**src/rtl/mem_request_unit.sv**
```systemverilog
// mem_request_unit
// ----------------
// Shares one single-port, fixed-latency RAM between instruction fetch and
// data load/store. Data requests win arbitration, except that when both sides
// are waiting and data was served last, the fetch goes first, so neither side
// can starve the other. Each access holds the RAM strobe for RAM_LATENCY
// cycles, captures read data on the last strobe edge, and then pulses
// i_ready or d_ready for one cycle. All outputs are registered.
//
// Optional build macro: MEM_REQUEST_IBUF_EN
//   When defined, a one-entry fetch buffer is added. A fetch to the most
//   recently fetched address completes in one cycle without touching the RAM.
//   Any store to that address invalidates the buffer.
//
// Ports
//   clk, nrst                 clock, synchronous active-low reset
//   imem_req / imem_addr      fetch request (level) and address
//   imem_rdata / i_ready      fetched instruction, one-cycle completion pulse
//   dmem_read / dmem_write    data load / store requests (level)
//   dmem_addr / dmem_wdata    data address and store data
//   dmem_rdata / d_ready      load data, one-cycle completion pulse
//   ram_addr / ram_wdata      RAM address and write data
//   ram_ren / ram_wen         RAM read / write strobes
//   ram_rdata                 RAM read data
module mem_request_unit #(
   parameter int ADDR_W      = 32,
   parameter int DATA_W      = 32,
   parameter int RAM_LATENCY = 2
) (
   input  logic              clk,
   input  logic              nrst,
   input  logic              imem_req,
   input  logic [ADDR_W-1:0] imem_addr,
   output logic [DATA_W-1:0] imem_rdata,
   output logic              i_ready,
   input  logic              dmem_read,
   input  logic              dmem_write,
   input  logic [ADDR_W-1:0] dmem_addr,
   input  logic [DATA_W-1:0] dmem_wdata,
   output logic [DATA_W-1:0] dmem_rdata,
   output logic              d_ready,
   output logic [ADDR_W-1:0] ram_addr,
   output logic [DATA_W-1:0] ram_wdata,
   output logic              ram_ren,
   output logic              ram_wen,
   input  logic [DATA_W-1:0] ram_rdata
);

   localparam int CNT_W = $clog2(RAM_LATENCY + 1);

   typedef enum logic [1:0] {IDLE, DATA, INSTR, DONE} state_t;
   typedef enum logic {GRANT_INSTR = 1'b0, GRANT_DATA = 1'b1} grant_t;

   state_t            r_state,      w_stateNext;
   logic [CNT_W-1:0]  r_count,      w_countNext;
   grant_t            r_lastGrant,  w_lastGrantNext;
   logic [ADDR_W-1:0] r_ramAddr,    w_ramAddrNext;
   logic [DATA_W-1:0] r_ramWdata,   w_ramWdataNext;
   logic              r_ramRen,     w_ramRenNext;
   logic              r_ramWen,     w_ramWenNext;
   logic [DATA_W-1:0] r_imemRdata,  w_imemRdataNext;
   logic [DATA_W-1:0] r_dmemRdata,  w_dmemRdataNext;
   logic              r_iReady,     w_iReadyNext;
   logic              r_dReady,     w_dReadyNext;

`ifdef MEM_REQUEST_IBUF_EN
   logic [ADDR_W-1:0] r_ibufAddr,   w_ibufAddrNext;
   logic [DATA_W-1:0] r_ibufData,   w_ibufDataNext;
   logic              r_ibufValid,  w_ibufValidNext;
   logic              w_ibufHit;
`endif

   logic w_dataReq;
   logic w_grantData;
   logic w_grantInstr;

   // Data has priority; the fetch only overtakes a waiting data request when
   // data was the previous grant, which alternates the two under contention.
   assign w_dataReq    = dmem_read | dmem_write;
   assign w_grantData  = w_dataReq & ~(imem_req & (r_lastGrant == GRANT_DATA));
   assign w_grantInstr = imem_req & ~w_grantData;

`ifdef MEM_REQUEST_IBUF_EN
   assign w_ibufHit = r_ibufValid & (imem_addr == r_ibufAddr);
`endif

   // State and output registers; reset drops strobes immediately so an
   // interrupted access never produces a ready pulse.
   always_ff @(posedge clk) begin
      if (!nrst) begin
         r_state     <= IDLE;
         r_count     <= '0;
         r_lastGrant <= GRANT_INSTR;
         r_ramAddr   <= '0;
         r_ramWdata  <= '0;
         r_ramRen    <= 1'b0;
         r_ramWen    <= 1'b0;
         r_imemRdata <= '0;
         r_dmemRdata <= '0;
         r_iReady    <= 1'b0;
         r_dReady    <= 1'b0;
`ifdef MEM_REQUEST_IBUF_EN
         r_ibufAddr  <= '0;
         r_ibufData  <= '0;
         r_ibufValid <= 1'b0;
`endif
      end else begin
         r_state     <= w_stateNext;
         r_count     <= w_countNext;
         r_lastGrant <= w_lastGrantNext;
         r_ramAddr   <= w_ramAddrNext;
         r_ramWdata  <= w_ramWdataNext;
         r_ramRen    <= w_ramRenNext;
         r_ramWen    <= w_ramWenNext;
         r_imemRdata <= w_imemRdataNext;
         r_dmemRdata <= w_dmemRdataNext;
         r_iReady    <= w_iReadyNext;
         r_dReady    <= w_dReadyNext;
`ifdef MEM_REQUEST_IBUF_EN
         r_ibufAddr  <= w_ibufAddrNext;
         r_ibufData  <= w_ibufDataNext;
         r_ibufValid <= w_ibufValidNext;
`endif
      end
   end

   // Next-state and next-output logic. Requests are only looked at in IDLE;
   // once an access starts, its kind, address and store data are frozen in
   // the registered strobes/address so requestors may drop or change inputs.
   always_comb begin
      w_stateNext     = r_state;
      w_countNext     = r_count;
      w_lastGrantNext = r_lastGrant;
      w_ramAddrNext   = r_ramAddr;
      w_ramWdataNext  = r_ramWdata;
      w_ramRenNext    = r_ramRen;
      w_ramWenNext    = r_ramWen;
      w_imemRdataNext = r_imemRdata;
      w_dmemRdataNext = r_dmemRdata;
      w_iReadyNext    = 1'b0;
      w_dReadyNext    = 1'b0;
`ifdef MEM_REQUEST_IBUF_EN
      w_ibufAddrNext  = r_ibufAddr;
      w_ibufDataNext  = r_ibufData;
      w_ibufValidNext = r_ibufValid;
`endif
      case (r_state)
         IDLE: begin
            if (w_grantData) begin
               w_stateNext     = DATA;
               w_countNext     = CNT_W'(RAM_LATENCY);
               w_lastGrantNext = GRANT_DATA;
               w_ramAddrNext   = dmem_addr;
               w_ramWdataNext  = dmem_wdata;
               w_ramRenNext    = dmem_read & ~dmem_write;
               w_ramWenNext    = dmem_write;
`ifdef MEM_REQUEST_IBUF_EN
               if (dmem_write && (dmem_addr == r_ibufAddr)) begin
                  w_ibufValidNext = 1'b0;
               end
`endif
            end else if (w_grantInstr) begin
               w_lastGrantNext = GRANT_INSTR;
`ifdef MEM_REQUEST_IBUF_EN
               if (w_ibufHit) begin
                  w_stateNext     = DONE;
                  w_iReadyNext    = 1'b1;
                  w_imemRdataNext = r_ibufData;
               end else
`endif
               begin
                  w_stateNext   = INSTR;
                  w_countNext   = CNT_W'(RAM_LATENCY);
                  w_ramAddrNext = imem_addr;
                  w_ramRenNext  = 1'b1;
                  w_ramWenNext  = 1'b0;
               end
            end
         end
         DATA, INSTR: begin
            // The last strobe cycle is the one where the counter reads 1;
            // read data is valid at that edge.
            if (r_count == CNT_W'(1)) begin
               w_stateNext  = DONE;
               w_countNext  = '0;
               w_ramRenNext = 1'b0;
               w_ramWenNext = 1'b0;
               if (r_state == INSTR) begin
                  w_iReadyNext    = 1'b1;
                  w_imemRdataNext = ram_rdata;
`ifdef MEM_REQUEST_IBUF_EN
                  w_ibufAddrNext  = r_ramAddr;
                  w_ibufDataNext  = ram_rdata;
                  w_ibufValidNext = 1'b1;
`endif
               end else begin
                  w_dReadyNext = 1'b1;
                  if (r_ramRen) begin
                     w_dmemRdataNext = ram_rdata;
                  end
               end
            end else begin
               w_countNext = r_count - CNT_W'(1);
            end
         end
         DONE: begin
            w_stateNext = IDLE;
         end
      endcase
   end

   assign imem_rdata = r_imemRdata;
   assign i_ready    = r_iReady;
   assign dmem_rdata = r_dmemRdata;
   assign d_ready    = r_dReady;
   assign ram_addr   = r_ramAddr;
   assign ram_wdata  = r_ramWdata;
   assign ram_ren    = r_ramRen;
   assign ram_wen    = r_ramWen;

endmodule

```
**config.mk**
```make
export PLATFORM = sky130hd
export DESIGN_NAME = mem_request_unit
export DESIGN_NICKNAME = d
export VERILOG_FILES = /design/src/rtl/mem_request_unit.sv
export SDC_FILE = /design/constraint.sdc
export NUM_CORES = 1
export LEC_CHECK = 0
export ABC_AREA = 0
export BUFFER_PORTS_ARGS = -buffer_cell sky130_fd_sc_hd__clkbuf_2
export CAP_MARGIN = 10
export CORE_ASPECT_RATIO = 0.6
export CORE_MARGIN = 2
export CORE_UTILIZATION = 46
export CTS_BUF_LIST = sky130_fd_sc_hd__clkbuf_4 sky130_fd_sc_hd__clkbuf_8 sky130_fd_sc_hd__clkbuf_16
export DETAILED_ROUTE_END_ITERATION = 8
export GPL_TIMING_DRIVEN = 0
export PLACE_DENSITY_LB_ADDON = 0.12
export SLEW_MARGIN = 25
export SYNTH_ARGS = -nofsm -noshare
export SYNTH_HDL_FRONTEND = slang
export SYNTH_SLANG_ARGS = --single-unit
```
**constraint.sdc**
```tcl
create_clock -name clk -period 2 [get_ports clk]
set_clock_uncertainty 0.1 [all_clocks]
set_input_delay 0.4 -clock clk [delete_from_list [all_inputs] [get_ports clk]]
set_output_delay 0.4 -clock clk [all_outputs]
set_load 0.01 [all_outputs]
```
==> summary.md, run 1 <==
| Metric | Value |
|---|---|
| R2r endpoint | dmem_rdata[21] |
| Distinct cells, synth | 32 |
| Fin Hold WS | roughly 110 ps |
| Mapped Cells | 650 |
| Area growth, synth to finish | 40.5% |
| Row count | 30 |
| Critical-path top delay cell | dfxtp_1 |
| CP bufs+invs | 3 |
| Critical path arrival | 2110 ps |
| Crit. End Element | register |
| Synth top area share | 0.512 |
| RD Place Congestion | 0.860 |
| Layout fillers | between 900 and 1000 |
| Post-place setup slack | -12.8 ps |
| Final setup violation count | 0 |
| Maximum fanout along the worst path | 10 |
| EDFF count, synth | 0 |
| Htree depth | 4 |
| Asr flop ratio synth | 0 |
| Die Area | 12600 sq um |
| Design area | 7530 sq um |
| Largest net degree at the start of global routing | 17 |
| RR Startpoint | r_state[0] |
| Pins over their slew limit | 0 |
| Final Net Count | about 1100 |
| Delay-heaviest family, CP | buffers and inverters |
| Initial Util | 0.473 |
| ANT nets after route | 0 |
| Vias per inst | 4.94 |
| Fraction of layout cells with a size suffix above 1 | 0.345 |
| Core Area | ~11000 sq um |
| Die Wd | 143 microns |
| First-pass DRT Iterations | 5 |
| Synth Register Bits | around 140 |
| Max Clk Rate | approximately 530 MHz |
| Hold depth | 3 |
| DRC viols | 0 |
| Status | finished clean |
| Slew Limit Headroom | 0.584 |
| Hold EP | ram_wdata[12] |
| Total grt overflow | 0 |
| Initial DRC count | between 200 and 250 |
| Setup CP Type | register to register |
| Max-cap violations | 0 |
| Top Ports | around 270 |
| Routed vias | roughly 5500 |
| Worst EP required | approximately 2200 ps |
| Clock Path Buffers | 2 |
| Syn_nets | 787 |
| CTS tree | yes |
| All-Layer GR Usage | 0.247 |
| Final min period | 1890 ps |
| Dominant synthesized flop cell | dfxtp_1 |
| Area post-placement | 6880 sq um |
| Leading area contributor after synthesis | dfxtp_1 |
| Total power draw | 9.57 mW |
| Endpoints failing hold | 0 |
| Area contributors post-synth | dfxtp_1, nand2_1, a21boi_0 |
| Global-route wire length before repair | between 20000 and 25000 microns |
| Clock Root Buffer | clkbuf_16 |
| Initial antenna violation count | 0 |
| Post-synthesis sequential area ratio | 0.512 |
| Unrepaired setup endpoints after global routing | no |
| Utilization after layout | 0.664 |
| DP Wirelength | 12200 microns |
| Final Cycle Share | 0.944 |
| Total CTS buffers | 17 |
| Multi-input gate area | 2370 sq um |
| Clock Pin Slew Worst Setup and Hold Paths | 60 ps |
| Synth Cell Area | 5360 sq um |
| PwrDens | 1270 nW/um^2 |
| Slew @ Worst Pin | 624 ps |
| Port bufs | 264 |
| Commonest cells after routing, fill and taps aside | clkbuf_2, nand2_1, dfxtp_1 |
| # diodes | 0 |
| Reg area | ~2700 sq um |
| Vias in the first global route | 5099 |
| Yosys warns | 0 |
| CP cell instances | inv_1 > ha_1 > buf_2 > nand4_1 > clkbuf_2 > nand2_1 > a21boi_0 |
| Hold Path Origin | dmem_wdata[12] |
| Hold crit path type | input port to register |
| Crit-path max cell delay | 330 ps |
| Die Height | 87.6 microns |
| Clock latency on the worst-skew pair | 400 ps |
| CTS Sinks | 137 |
| Setup ws final | about 110 ps |
| Leak Pwr | 3.43 nW |
| CP Launch Type | register |
| Final wirelength | 15900 microns |
| R2R cell count | 7 |
| Flop2flop setup slack | 110 ps |
| Syn Area/Cell | slightly above 8 sq um |
| Post-CTS setup buffers | 0 |
| Wirelength per Cell | about 14 microns |
| Worst vdd ir | 0.639 mV |
| Most common cell after layout, fill and taps aside | clkbuf_2 |
==> worst register-to-register path: stages, from the launching register on <==
cell	delay [ps]
dfxtp_1	330
inv_1	80
ha_1	320
buf_2	180
nand4_1	230
clkbuf_2	300
nand2_1	70
a21boi_0	200
==> Yosys cell counts (all sizes together) (2+ instances only) <==
cell and number:
inv 5, a31oi 33, clkbuf 31, a21oi 2
o21ai 36, buf 18, nor2 6, a21boi 97
nand2 262, ha 4, dfxtp 137, nand2b 4
==> worst max-delay path by stage <==
stage,from,endpoint,slack (ps),depth (start not counted)
floorplan,r_state[1],ram_ren,310,7
global placement,r_state[1],dmem_rdata[18],70,7
detailed placement,r_state[0],dmem_rdata[26],-10,7
CTS,r_state[0],dmem_rdata[3],10,7
global route,r_state[0],dmem_rdata[28],2,8
finish,r_state[0],dmem_rdata[21],110,7
==> through the flow <==
step           std cells  setup TNS, ps
2_1_floorplan        650              0
3_3_place_gp        1074              0
3_5_place_dp        1074          -37.4
4_1_cts             1106              0
5_1_grt             1106              0
6_report            1106              0
==> layer usage <==
metal / track usage / vias up / part of all wire
met4: 0.0561 / 0 / 0.0054
met2: 0.426 / 180 / 0.47
met1: 0.315 / 2541 / 0.45
li1: - / 2732 / -
met3: 0.0662 / 9 / 0.069
met5: 0 / - / 0
==> layout make-up <==
type / instances / area share
plain buffers: 49 / 0.0319
flip-flops and latches: 137 / 0.364
inverters: 5 / 0.00249
repair buffers: 264 / 0.176
well taps: 160 / 0.0266
multi-input cells: 459 / 0.315
clock inverters: 13 / 0.0258
clock buffers: 19 / 0.0585
==> registers in the layout, indices dropped and copies added, names as in the netlist, 2 cells and up <==
name        flops
r_count         2
ram_wdata      32
r_state         2
ram_addr       32
dmem_rdata     32
imem_rdata     32
==> power by group <==
| part | switching, mW | internal (mW) | leakage (nW) | total (mW) |
|---|---|---|---|---|
| clock | 1.22 | 2.13 | 0.309 | 3.35 |
| sequential | 0.257 | 3.21 | 1.12 | 3.47 |
| combinational | 1.68 | 1.08 | 2.00 | 2.76 |
==> repair_timing <==
action,CTS,global route
hold buffers,0,0
endpoints found under the hold margin,0,0
resized for setup,2,8
setup endpoints to repair,5,16
==> logic make-up after synthesis <==
logic type / count (synthesis) / share of synthesized area
and+or+nand+nor: 280 / 0.207
AOI/OAI and AO/OA: 174 / 0.224
DFF: 137 / 0.512
buffers and inverters: 54 / 0.0465
adders and majority gates: 4 / 0.00934
muxes: 1 / 0.00187
Note: power is estimated with default switching activity, not from simulation.
==> inputs of run 2 (changes only) <==
--- a/config.mk
+++ b/config.mk
@@ -6,11 +6,12 @@
 export NUM_CORES = 1
 export LEC_CHECK = 0
 export ABC_AREA = 0
+export ABC_CLOCK_PERIOD_IN_PS = 2000
 export BUFFER_PORTS_ARGS = -buffer_cell sky130_fd_sc_hd__clkbuf_2
 export CAP_MARGIN = 10
 export CORE_ASPECT_RATIO = 0.6
 export CORE_MARGIN = 2
-export CORE_UTILIZATION = 46
+export CORE_UTILIZATION = 35
 export CTS_BUF_LIST = sky130_fd_sc_hd__clkbuf_4 sky130_fd_sc_hd__clkbuf_8 sky130_fd_sc_hd__clkbuf_16
 export DETAILED_ROUTE_END_ITERATION = 8
 export GPL_TIMING_DRIVEN = 0
==> run 2 against run 1 <==
Against the previous run:
- sequential cell count did not move
- critical path depth did not move
- combinational power barely moved
- cell area rose by 0.30%
- wire length rose by 2.0%
- global-route usage fell by 4.8 points
- sequential share of layout area fell by 0.11 points
- utilization fell by 15 points
- register-to-register slack improved by 40 ps
==> summary.md, run 2 (same netlist as run 1, synthesis figures left out) <==
| Metric | Value |
|---|---|
| Final wirelength | 16200 microns (+2.0%) |
| Maximum fanout along the worst path | 10 (unchanged) |
| Fin Setup TNS | 0 ps (unchanged) |
| Core Area | 14700 sq um (+30%) |
| CP Launch Type | register |
| Final Net Count | 1070 (unchanged) |
| Leak Pwr | 3.41 nW (-0.56%) |
| Initial antenna violation count | 0 (unchanged) |
| Clock latency on the worst-skew pair | 400 ps (about the same) |
| Pins over their slew limit | 0 (unchanged) |
| Worst EP required | 2190 ps (-30 ps) |
| Clock Path Buffers | 2 (unchanged) |
| Top Ports | 265 (unchanged) |
| Unrepaired setup endpoints after global routing | no |
| All-Layer GR Usage | 0.199 (-0.0477) |
| Area growth, synth to finish | 40.9% |
| Vias per inst | 4.61 (-6.7%) |
| CP cell instances | inv_1 > ha_1 > buf_2 > nor2_1 > nor2_2 > o21ai_0 > a31o_2 |
| CP bufs+invs | 2 (-1) |
| Fraction of layout cells with a size suffix above 1 | 0.346 (+0.00142) |
| Die Area | 16300 sq um (+30%) |
| PwrDens | 1250 nW/um^2 (-1.9%) |
| Hold_buf cts | 0 (unchanged) |
| Routed vias | 5265 (-3.6%) |
| # diodes | 0 (unchanged) |
| Clock Pin Slew Worst Setup and Hold Paths | 60 ps (about the same) |
| Die Height | 99.8 microns (+14%) |
| DP Wirelength | 12500 microns (+2.1%) |
| Port bufs | 264 (unchanged) |
| Critical-path top delay cell | dfxtp_1 |
| Endpoints failing hold | 0 (unchanged) |
| Global-route wire length before repair | 25600 microns (+4.7%) |
| Total CTS buffers | 17 (unchanged) |
| Wirelength per Cell | 14.2 microns (-1.3%) |
| Max Clk Rate | 541 MHz (+2.2%) |
| CTS tree | yes |
| Most common cell after layout, fill and taps aside | clkbuf_2 |
| Setup ws final | 153 ps (+40.9 ps) |
| Hold crit path type | input port to register |
| Worst vdd ir | 0.615 mV (-3.7%) |
| DRC viols | 0 (unchanged) |
| Status | finished clean |
| Crit. End Element | register |
| Slew @ Worst Pin | 641 ps (+17.3 ps) |
| Crit-path max cell delay | 340 ps (about the same) |
| Total grt overflow | 0 (unchanged) |
| ANT nets after route | 0 (unchanged) |
| Post-place setup slack | -66.7 ps (-54.0 ps) |
| First-pass DRT Iterations | 5 (unchanged) |
| Vias in the first global route | 4864 (-4.6%) |
| Utilization after layout | 0.513 (-0.151) |
| Fin Hold WS | 111 ps (+1.84 ps) |
| Max-cap violations | 0 (unchanged) |
| Critical path arrival | 2040 ps (-70 ps) |
| Row count | 34 (+13%) |
| Layout fillers | 1479 (+49%) |
| Delay-heaviest family, CP | compound AO/OA/AOI/OAI gates |
| Initial Util | 0.364 (-0.109) |
| Final Cycle Share | 0.924 (-0.0205) |
| Final setup violation count | 0 (unchanged) |
| Initial DRC count | 366 (+73%) |
| Largest net degree at the start of global routing | 17 (unchanged) |
| CTS Sinks | 137 (unchanged) |
| Slew Limit Headroom | 0.572 (-0.0115) |
| Htree depth | 4 (unchanged) |
| Die Wd | 164 microns (+14%) |
| Clock Root Buffer | clkbuf_16 |
| RD Place Congestion | 0.796 (-7.5%) |
| Setup CP Type | register to register |
| Final min period | 1850 ps (-40.9 ps) |
| Commonest cells after routing, fill and taps aside | clkbuf_2, nand2_1, dfxtp_1 |
-- run 2: area by class of cell --
type | instances | area (sq um) | share of cell area
clock buffers | 18 | 433 | 0.0573
flip-flops and latches | 137 | 2740 | 0.363
repair buffers | 265 | 1330 | 0.176
clock inverters | 13 | 170 | 0.0225
well taps | 198 | 248 | 0.0328
plain buffers | 48 | 236 | 0.0313
inverters | 5 | 18.8 | 0.00249
multi-input cells | 459 | 2370 | 0.314
-- run 2: report_power, final --
group	leakage, nW	total [mW]	switching (mW)	internal, mW
sequential	1.12	3.45	0.241	3.21
combinational	2.00	2.75	1.67	1.08
clock	0.287	3.21	1.23	1.98
total	3.41	9.42	3.14	6.28
-- run 2: through the flow --
stage / cells / cell area [sq um] / total power [mW]
after global routing: 1143 / 7550 / 10.0
after global placement: 1112 / 6930 / 6.28
after floorplan: 650 / 5360 / 5.19
after detailed placement: 1112 / 6930 / 6.25
after CTS: 1143 / 7530 / 9.52
final: 1143 / 7550 / 9.42
-- run 2: final timing paths --
| path | from | end | slack [ps] | cells past startpoint |
|---|---|---|---|---|
| min | dmem_wdata[21] | ram_wdata[21] | 110 | 3 |
| min reg2reg | ram_wdata[6] | ram_wdata[6] | 350 | 2 |
| max | r_state[0] | ram_ren | 150 | 7 |
| max reg2reg | r_state[0] | ram_ren | 150 | 7 |
-- run 2: what timing repair did --
| item | 4_1_cts | 5_1_grt |
|---|---|---|
| gates resized for setup | 3 | 7 |
| pin swaps | 0 | 1 |
| endpoints found under the setup margin | 15 | 46 |
| setup buffers | 0 | 1 |
-- run 2: metal layers --
layer | vias up | wire length [microns] | GRT usage
met4 | 0 | 178 | 0.0580
met3 | 14 | 1440 | 0.0731
li1 | 2733 | - | -
met5 | - | 0 | 0
met2 | 185 | 6470 | 0.283
met1 | 2333 | 8160 | 0.282
-- run 2: worst register-to-register path, stage by stage (launching register included) --
cell,delay (ps)
dfxtp_1,340
inv_1,80
ha_1,290
buf_2,200
nor2_1,80
nor2_2,240
o21ai_0,160
a31o_2,270
